--- src/rtl/cp0_exception_ctrl_pkg.sv ---
// Shared CP0 definitions: cause codes, handler entries, register numbers and bit positions.
// Used by cp0_exception_ctrl and cp0_timer (timer only built with CP0_TIMER_EN).
package cp0_exception_ctrl_pkg;

   localparam logic [4:0] EXC_INT  = 5'd0;
   localparam logic [4:0] EXC_ADEL = 5'd4;
   localparam logic [4:0] EXC_ADES = 5'd5;
   localparam logic [4:0] EXC_SYS  = 5'd8;
   localparam logic [4:0] EXC_BP   = 5'd9;
   localparam logic [4:0] EXC_RI   = 5'd10;
   localparam logic [4:0] EXC_OV   = 5'd12;
   localparam logic [4:0] EXC_TRAP = 5'd13;

   localparam logic [31:0] INT_HANDLER_ENTRY = 32'hBFC0_0380;
   localparam logic [31:0] EXC_HANDLER_ENTRY = 32'hBFC0_0380;

   localparam logic [4:0] CP0_BADVADDR = 5'd8;
   localparam logic [4:0] CP0_COUNT    = 5'd9;
   localparam logic [4:0] CP0_COMPARE  = 5'd11;
   localparam logic [4:0] CP0_STATUS   = 5'd12;
   localparam logic [4:0] CP0_CAUSE    = 5'd13;
   localparam logic [4:0] CP0_EPC      = 5'd14;

   localparam int STATUS_IE_BIT     = 0;
   localparam int STATUS_EXL_BIT    = 1;
   localparam int STATUS_IM_LO      = 8;
   localparam int CAUSE_EXCCODE_LO  = 2;
   localparam int CAUSE_IP_LO       = 8;
   localparam int CAUSE_BD_BIT      = 31;

endpackage

--- src/rtl/cp0_timer.sv ---
// CP0 Count/Compare timer: Count advances every second cycle, a Count==Compare match
// latches the timer interrupt until Compare is rewritten. Built only with CP0_TIMER_EN.
module cp0_timer
   import cp0_exception_ctrl_pkg::*;
(
   input  logic        i_clk,
   input  logic        i_rst_n,
   input  logic        i_we,
   input  logic [4:0]  i_waddr,
   input  logic [31:0] i_wdata,
   output logic [31:0] o_count,
   output logic [31:0] o_compare,
   output logic        o_timer_int
);

   logic        tick_q;
   logic [31:0] count_q;
   logic [31:0] compare_q;
   logic        timer_int_q;

   always_ff @(posedge i_clk) begin
      if (!i_rst_n) begin
         tick_q      <= 1'b0;
         count_q     <= '0;
         compare_q   <= '0;
         timer_int_q <= 1'b0;
      end else begin
         tick_q <= ~tick_q;
         if (i_we && i_waddr == CP0_COUNT)
            count_q <= i_wdata;
         else if (tick_q)
            count_q <= count_q + 32'd1;
         // A Compare write acknowledges the timer interrupt and wins over a same-cycle match.
         if (i_we && i_waddr == CP0_COMPARE) begin
            compare_q   <= i_wdata;
            timer_int_q <= 1'b0;
         end else if (compare_q != '0 && count_q == compare_q) begin
            timer_int_q <= 1'b1;
         end
      end
   end

   assign o_count     = count_q;
   assign o_compare   = compare_q;
   assign o_timer_int = timer_int_q;

endmodule

--- src/rtl/cp0_exception_ctrl.sv ---
// CP0 exception controller: Status/Cause/EPC/BadVAddr, interrupt/exception answer for MEM,
// mfc0/mtc0/eret. Define CP0_TIMER_EN to add Count/Compare and the IP[7] timer interrupt.
module cp0_exception_ctrl
   import cp0_exception_ctrl_pkg::*;
(
   input  logic        i_clk,
   input  logic        i_rst_n,
   input  logic        i_MEM_valid,
   input  logic [31:0] i_MEM_pc,
   input  logic        i_MEM_in_delay_slot,
   input  logic        i_MEM_exc_valid,
   input  logic [4:0]  i_MEM_exc_cause,
   input  logic [31:0] i_MEM_bad_vaddr,
   input  logic        i_MEM_is_eret,
   input  logic        i_MEM_cp0_we,
   input  logic [4:0]  i_MEM_cp0_waddr,
   input  logic [31:0] i_MEM_cp0_wdata,
   input  logic [4:0]  i_cp0_raddr,
   input  logic [5:0]  i_hw_int,
   output logic [31:0] o_cp0_rdata,
   output logic        o_answer_exc,
   output logic [4:0]  o_exception_cause,
   output logic [31:0] o_epc_value,
   output logic        o_flush
);

   logic [7:0]  status_im_q;
   logic        status_exl_q;
   logic        status_ie_q;
   logic        cause_bd_q;
   logic [1:0]  cause_ip_sw_q;
   logic [4:0]  cause_exc_q;
   logic [31:0] epc_q;
   logic [31:0] badvaddr_q;
   logic [5:0]  hw_sync1_q;
   logic [5:0]  hw_sync2_q;

   logic [31:0] count;
   logic [31:0] compare;
   logic        timer_int;
   logic [7:0]  cause_ip;
   logic        int_pending;
   logic        answer;
   logic [4:0]  cause_sel;
   logic        eret_commit;
   logic        mtc0_commit;

`ifdef CP0_TIMER_EN
   cp0_timer u_timer (
      .i_clk       (i_clk),
      .i_rst_n     (i_rst_n),
      .i_we        (mtc0_commit),
      .i_waddr     (i_MEM_cp0_waddr),
      .i_wdata     (i_MEM_cp0_wdata),
      .o_count     (count),
      .o_compare   (compare),
      .o_timer_int (timer_int)
   );
`else
   assign count     = '0;
   assign compare   = '0;
   assign timer_int = 1'b0;
`endif

   assign cause_ip    = {hw_sync2_q[5] | timer_int, hw_sync2_q[4:0], cause_ip_sw_q};
   assign int_pending = (|(cause_ip & status_im_q)) & status_ie_q & ~status_exl_q;
   assign answer      = i_MEM_valid & (int_pending | i_MEM_exc_valid);
   assign cause_sel   = int_pending ? EXC_INT : i_MEM_exc_cause;
   assign eret_commit = i_MEM_valid & i_MEM_is_eret & ~answer;
   assign mtc0_commit = i_MEM_valid & i_MEM_cp0_we & ~answer & ~i_MEM_is_eret;

   always_ff @(posedge i_clk) begin
      if (!i_rst_n) begin
         status_im_q   <= '0;
         status_exl_q  <= 1'b0;
         status_ie_q   <= 1'b0;
         cause_bd_q    <= 1'b0;
         cause_ip_sw_q <= '0;
         cause_exc_q   <= '0;
         epc_q         <= '0;
         badvaddr_q    <= '0;
         hw_sync1_q    <= '0;
         hw_sync2_q    <= '0;
      end else begin
         hw_sync1_q <= i_hw_int;
         hw_sync2_q <= hw_sync1_q;
         if (answer) begin
            epc_q        <= i_MEM_in_delay_slot ? i_MEM_pc - 32'd4 : i_MEM_pc;
            cause_bd_q   <= i_MEM_in_delay_slot;
            cause_exc_q  <= cause_sel;
            status_exl_q <= 1'b1;
            if (!int_pending && (i_MEM_exc_cause == EXC_ADEL || i_MEM_exc_cause == EXC_ADES))
               badvaddr_q <= i_MEM_bad_vaddr;
         end else if (eret_commit) begin
            status_exl_q <= 1'b0;
         end else if (mtc0_commit) begin
            case (i_MEM_cp0_waddr)
               CP0_STATUS: begin
                  status_im_q  <= i_MEM_cp0_wdata[STATUS_IM_LO +: 8];
                  status_exl_q <= i_MEM_cp0_wdata[STATUS_EXL_BIT];
                  status_ie_q  <= i_MEM_cp0_wdata[STATUS_IE_BIT];
               end
               CP0_CAUSE: cause_ip_sw_q <= i_MEM_cp0_wdata[CAUSE_IP_LO +: 2];
               CP0_EPC:   epc_q         <= i_MEM_cp0_wdata;
               default: ;
            endcase
         end
      end
   end

   always_comb begin
      o_cp0_rdata = '0;
      case (i_cp0_raddr)
         CP0_BADVADDR: o_cp0_rdata = badvaddr_q;
         CP0_COUNT:    o_cp0_rdata = count;
         CP0_COMPARE:  o_cp0_rdata = compare;
         CP0_STATUS:   o_cp0_rdata = {16'd0, status_im_q, 6'd0, status_exl_q, status_ie_q};
         CP0_CAUSE:    o_cp0_rdata = {cause_bd_q, 15'd0, cause_ip, 1'b0, cause_exc_q, 2'd0};
         CP0_EPC:      o_cp0_rdata = epc_q;
         default:      o_cp0_rdata = '0;
      endcase
   end

   // Outputs are forced quiet while reset is held, even before the first reset edge.
   assign o_answer_exc      = i_rst_n & answer;
   assign o_exception_cause = i_rst_n ? cause_sel : 5'd0;
   assign o_epc_value       = i_rst_n ? epc_q : 32'd0;
   assign o_flush           = i_rst_n & (answer | (i_MEM_valid & i_MEM_is_eret));

endmodule

--- config.mk ---
export PLATFORM = sky130hd
export DESIGN_NAME = cp0_exception_ctrl
export DESIGN_NICKNAME = d
export VERILOG_FILES = /design/src/rtl/cp0_exception_ctrl_pkg.sv /design/src/rtl/cp0_timer.sv /design/src/rtl/cp0_exception_ctrl.sv
export SDC_FILE = /design/constraint.sdc
export NUM_CORES = 1
export LEC_CHECK = 0
export BUFFER_PORTS_ARGS = -buffer_cell sky130_fd_sc_hd__buf_2
export CORE_MARGIN = 3
export CORE_UTILIZATION = 49
export CTS_BUF_LIST = sky130_fd_sc_hd__clkbuf_4 sky130_fd_sc_hd__clkbuf_8 sky130_fd_sc_hd__clkbuf_16
export CTS_CLUSTER_DIAMETER = 100
export DETAILED_ROUTE_END_ITERATION = 8
export PLACE_DENSITY = 0.8
export REMOVE_ABC_BUFFERS = 1
export SYNTH_ARGS = -nofsm -noshare
export SYNTH_HDL_FRONTEND = slang
export SYNTH_SLANG_ARGS = --single-unit
--- constraint.sdc ---
create_clock -name i_clk -period 2.5 [get_ports i_clk]
set_input_delay 0.25 -clock i_clk [delete_from_list [all_inputs] [get_ports i_clk]]
set_output_delay 0.25 -clock i_clk [all_outputs]
set_load 0.02 [all_outputs]
Word-level counts from Yosys, hierarchy flattened
Index checks and enable logic that the tools add are counted.
{"block": "totals", "reg_bits": 94, "output_inout_bits": 71, "wordCells": 64}
{"block": "classes", "n_addsub": 1, "eq_ne": 10, "n_mux": 13, "bitwise": 17, "n_reduce_logical": 13}
{"op": "$mux 32", "count": 6}
{"op": "$pmux 32 s4", "count": 1}
{"op": "$eq 5x4->1 const B", "count": 7}
{"op": "$sub 32x3->32 const B", "count": 1}
{"op": "$and 1x1->1", "count": 10}
{"op": "$eq 5x3->1 const B", "count": 2}
{"op": "$mux 5", "count": 2}
{"op": "$and 8x8->8", "count": 1}
{"op": "$reduce_and 4->1", "count": 2}
{"op": "$reduce_or 8->1", "count": 1}
{"op": "$reduce_bool 3->1", "count": 2}
{"op": "$mux 1", "count": 4}
{"op": "$not 1->1", "count": 4}
{"op": "$reduce_and 2->1", "count": 2}
{"op": "$reduce_bool 2->1", "count": 2}
{"op": "$reduce_and 3->1", "count": 1}
{"op": "$ne 2x2->1 const B", "count": 1}
{"op": "$or 1x1->1", "count": 2}
{"op": "$logic_and 1x1->1", "count": 1}
{"op": "$logic_not 1->1", "count": 1}
{"op": "$logic_or 1x1->1", "count": 1}

Longest topological paths before layout
{"block": "depth", "depth_word": 12, "ltp_mapped": 8}

Worst setup path after synthesis
OpenSTA, ideal clock, no wires.
{"block": "synth_path", "path_kind": "input to register", "start": "in i_MEM_pc[22]", "end": "reg epc_q[31]", "t_arrival_ns": 1.958, "required_ns": 2.378, "setup_slack_ns": 0.421, "stages": 5, "cell_sequence": "or4_4 > nand2b_4 > or4_4 > o31a_1 > o311a_1"}
{"block": "synth_via", "elab_chain_cells": 3}
{"element": "start: declaration", "line_no": "cp0_exception_ctrl.sv:9", "text": "input logic [31:0] i_MEM_pc,"}
{"element": "$sub 32x3->32", "line_no": "cp0_exception_ctrl.sv:88", "text": "epc_q <= i_MEM_in_delay_slot ? i_MEM_pc - 32'd4 : i_MEM_pc;"}
{"element": "$mux 32", "line_no": "cp0_exception_ctrl.sv:88"}
{"element": "$mux 32", "line_no": "cp0_exception_ctrl.sv:87", "text": "if (answer) begin"}
{"element": "end signal: assignment", "line_no": "cp0_exception_ctrl.sv:88"}
{"element": "end signal: assignment", "line_no": "cp0_exception_ctrl.sv:104", "text": "CP0_EPC: epc_q <= i_MEM_cp0_wdata;"}
{"element": "end: declaration", "line_no": "cp0_exception_ctrl.sv:33", "text": "logic [31:0] epc_q;"}
Every way passes these cells.
A chain may end at the register's enable or synchronous reset.

Final worst setup path
{"block": "layout_path", "start": "reg cause_ip_sw_q[0]", "end": "out o_answer_exc"}
{"block": "layout_via", "elab_chain_cells": 7}
{"element": "start: declaration", "line_no": "cp0_exception_ctrl.sv:31", "text": "logic [1:0] cause_ip_sw_q;"}
{"element": "start signal: assignment", "line_no": "cp0_exception_ctrl.sv:103", "text": "CP0_CAUSE: cause_ip_sw_q <= i_MEM_cp0_wdata[CAUSE_IP_LO +: 2];"}
{"element": "$and 8x8->8", "line_no": "cp0_exception_ctrl.sv:66", "text": "assign int_pending = (|(cause_ip & status_im_q)) & status_ie_q & ~status_exl_q;"}
{"element": "$reduce_or 8->1", "line_no": "cp0_exception_ctrl.sv:66"}
{"element": "$and 1x1->1 (2 in series)", "line_no": "cp0_exception_ctrl.sv:66"}
{"element": "$or 1x1->1", "line_no": "cp0_exception_ctrl.sv:67", "text": "assign answer = i_MEM_valid & (int_pending | i_MEM_exc_valid);"}
{"element": "$and 1x1->1", "line_no": "cp0_exception_ctrl.sv:67"}
{"element": "$and 1x1->1", "line_no": "cp0_exception_ctrl.sv:125", "text": "assign o_answer_exc = i_rst_n & answer;"}
{"element": "end: declaration", "line_no": "cp0_exception_ctrl.sv:21", "text": "output logic o_answer_exc,"}
Every way passes these cells.

==> results.cfg <==
[final_layout]
final_nets = 899
seqCellArea_um2 = 1880
diodes = 0
post_route_cells_drive_above_1_share_pct = 31.3
final_area_um2 = 6450
fin_cells = 912
num-fill-cells = 849
multi_input_area_um2 = 2950
syn2layout_area_growth_pct = 28.1

[power]
leakage_uw = 0.00304
p_total_uw = 3160
ir_drop_mv = 0.322
power_density_nw_per_um2 = 490

[routing]
ant_nets = 0
viasPerCell = 5.64
drt-total-wl_um = 15400
drt_iter0_markers = 360
drt_pass1_iterations = 6
vias = 5147
avgRoutedWirePerCell_um = 16.9
drc_errors = 0

[sta]
hold_ws_ns = 0.0936
rsz0062_at_grt = false
hold_violations = 0
maxSlewHeadroom_pct = 56.9
fin_crit_ns = 2.43
tightest_slew_ns = 0.646
setup_violations = 0
timing.final.max_slew_violations = 0
finalCritPeriodShare_pct = 97.3
clock_skew_ns = 0.0109
fmax_mhz = 411

[synthesis]
synthTopCellsByCount = dfxtp_1 (94), nand2_1 (76), and2_1 (44), mux2i_1 (44)
synth_edf_count = 0
ys_seq_area_share_pct = 37.3
synth_top_area_share_pct = 37.3
syn_inst = 601
yosys.cell_count.top_type = dfxtp_1
synth.avg_cell_area_um2 = 8.38
syn_area_um2 = 5040
ys_ff_latch = 94
synth_cell_type_count = 51
yosysTopAreaCell = dfxtp_1
synth_flop_cell = dfxtp_1
yosys_warnings = 0
synthArstFlopShare_pct = 0
yosys-top-cells-area = dfxtp_1 (37%), mux2i_1 (8.7%), nand2_1 (5.7%)

[hold_path]
min_from = i_hw_int[1]
min_path_cells = 2
holdPathEnd = hw_sync1_q[1]
hold_class = in2reg

[cts]
cts_resized = 0
cts_setup_buffers = 0
clk_latency_ns = 0.36
cts-htree-levels = 3
holdBufCountCts = 0
cts_made_buffers = 9
cts.sinks = 94
clk_pin_slew_ns = 0.09
cts_buffer_depth = 2
clockRootBuffer = clkbuf_8
cts_tree = yes

[outcome]
status = finished, final reports clean

[worst_setup_path]
reg2reg_depth = 7
reg2reg_slack_ns = 0.31
critPathBufInv = 2
crit_cells = 6
path_cells = a22o_1, o41a_1, o21ai_4, buf_12, nor2_1, buf_2
end_kind = output port
cp.required_ns = 2.25
cpLargestDelayFamily = compound AO/OA/AOI/OAI gates
slowest_delay_ns = 0.54
cpMaxStageDelayCell = o41a_1
regToRegStartpoint = hw_sync2_q[3]
worst-setup-path-type = reg2out
r2r_end = badvaddr_q[1]
crit_arrival_ns = 2.18
critical_path.max_fanout = 33
critPathLaunchType = flop

[global_route]
antenna_found_initial = 2
gr-total-overflow = 0
grtUsageTotal_pct = 25.8
grt_max_degree = 65
grt_pass1_wl_um = 23900
grt_pass1_vias = 4874

[job]
cap_violations = 0

[die]
die_w_um = 107
core_um2 = 9860
rows = 36
start_util_pct = 51.1
die_h_um = 107
dieArea_um2 = 11500
ios = 195

[place]
gp_congestion = 0.831
place_hpwl_um = 10900
dp.cells = 895
placed_cell_area_um2 = 6220
port_buffers = 194
routing by layer:
metal  wire (µm)  vias up  track usage (%)
met1        6480     2356             32.7
met3        1300       34             5.46
met4         287        4             9.29
met2        7300      246             43.1
li1            -     2507                -
met5          25        -                0
area by class of cell:
type                    instances  share of cell area, %
multi-input cells             448                   45.7
repair buffers                212                   18.5
flip-flops and latches         94                   29.2
clock buffers                  14                   2.89
inverters                       9                  0.523
well taps                     133                   2.58
clock inverters                 2                  0.582
layout by cell type, fill, tap and decap left out, types with 3 or more instances in the layout:
master	synthesis	routed
nor3_1	13	12
clkbuf_8	0	13
a211oi_1	11	11
o21ai_0	34	34
a22o_1	20	20
a222oi_1	6	6
nand4_1	6	6
or4_1	3	3
a22oi_1	16	16
and2_1	44	44
xor2_1	17	17
nor4_1	9	9
buf_2	7	193
and3_1	5	5
a31oi_1	3	3
nand2_1	76	76
nand3_1	41	40
o211a_1	19	19
nor2b_1	3	3
dfxtp_1	94	94
buf_12	0	7
xnor2_1	8	8
mux2i_1	44	44
inv_1	8	8
buf_4	0	12
o311a_1	3	3
a21oi_1	7	7
nor2_1	31	30
where the power goes:
group,internal (µW),switching [µW],total (µW)
Combinational,207,258,465
Clock,584,531,1120
Sequential,1550,34.2,1580
flip-flops by register name (all words and copies together), names as in the netlist, 2 cells and up:
signal / flops
badvaddr_q: 32
cause_ip_sw_q: 2
hw_sync1_q: 6
hw_sync2_q: 6
cause_exc_q: 5
status_im_q: 8
epc_q: 32
worst max path at each step:
| stage | startpoint | to | slack [ns] |
|---|---|---|---|
| floorplan | hw_sync2_q[3] | badvaddr_q[0] | -0.78 |
| finish | cause_ip_sw_q[0] | o_answer_exc | 0.07 |
| detailed placement | i_MEM_pc[18] | epc_q[31] | 0.13 |
| global route | status_im_q[1] | o_answer_exc | 0.006 |
| CTS | status_im_q[5] | o_answer_exc | 0.03 |
| global placement | i_MEM_pc[19] | epc_q[31] | 0.18 |
metrics by stage:
step / setup slack (ns) / utilization (%) / setup TNS, ns
CTS: 0.0347 / 65.4 / 0
global placement: 0.185 / 63.1 / 0
finish: 0.0670 / 65.4 / 0
floorplan: -0.784 / - / -53.57
detailed placement: 0.134 / 63.1 / 0
global route: 0.00594 / 65.4 / 0
cell families (layout without fill, tap and decap cells):
group,count (synthesis),after routing,synth area share (%)
AND/OR/NAND/NOR,252,252,26.0
XOR/XNOR,25,25,4.35
multiplexers,44,44,8.74
buffers and inverters,59,237,4.57
flip-flops,94,94,37.3
adder cells (fa/ha/maj),1,1,0.248
AO/OA/AOI/OAI,126,126,18.7
(Power assumes the default switching activity.)
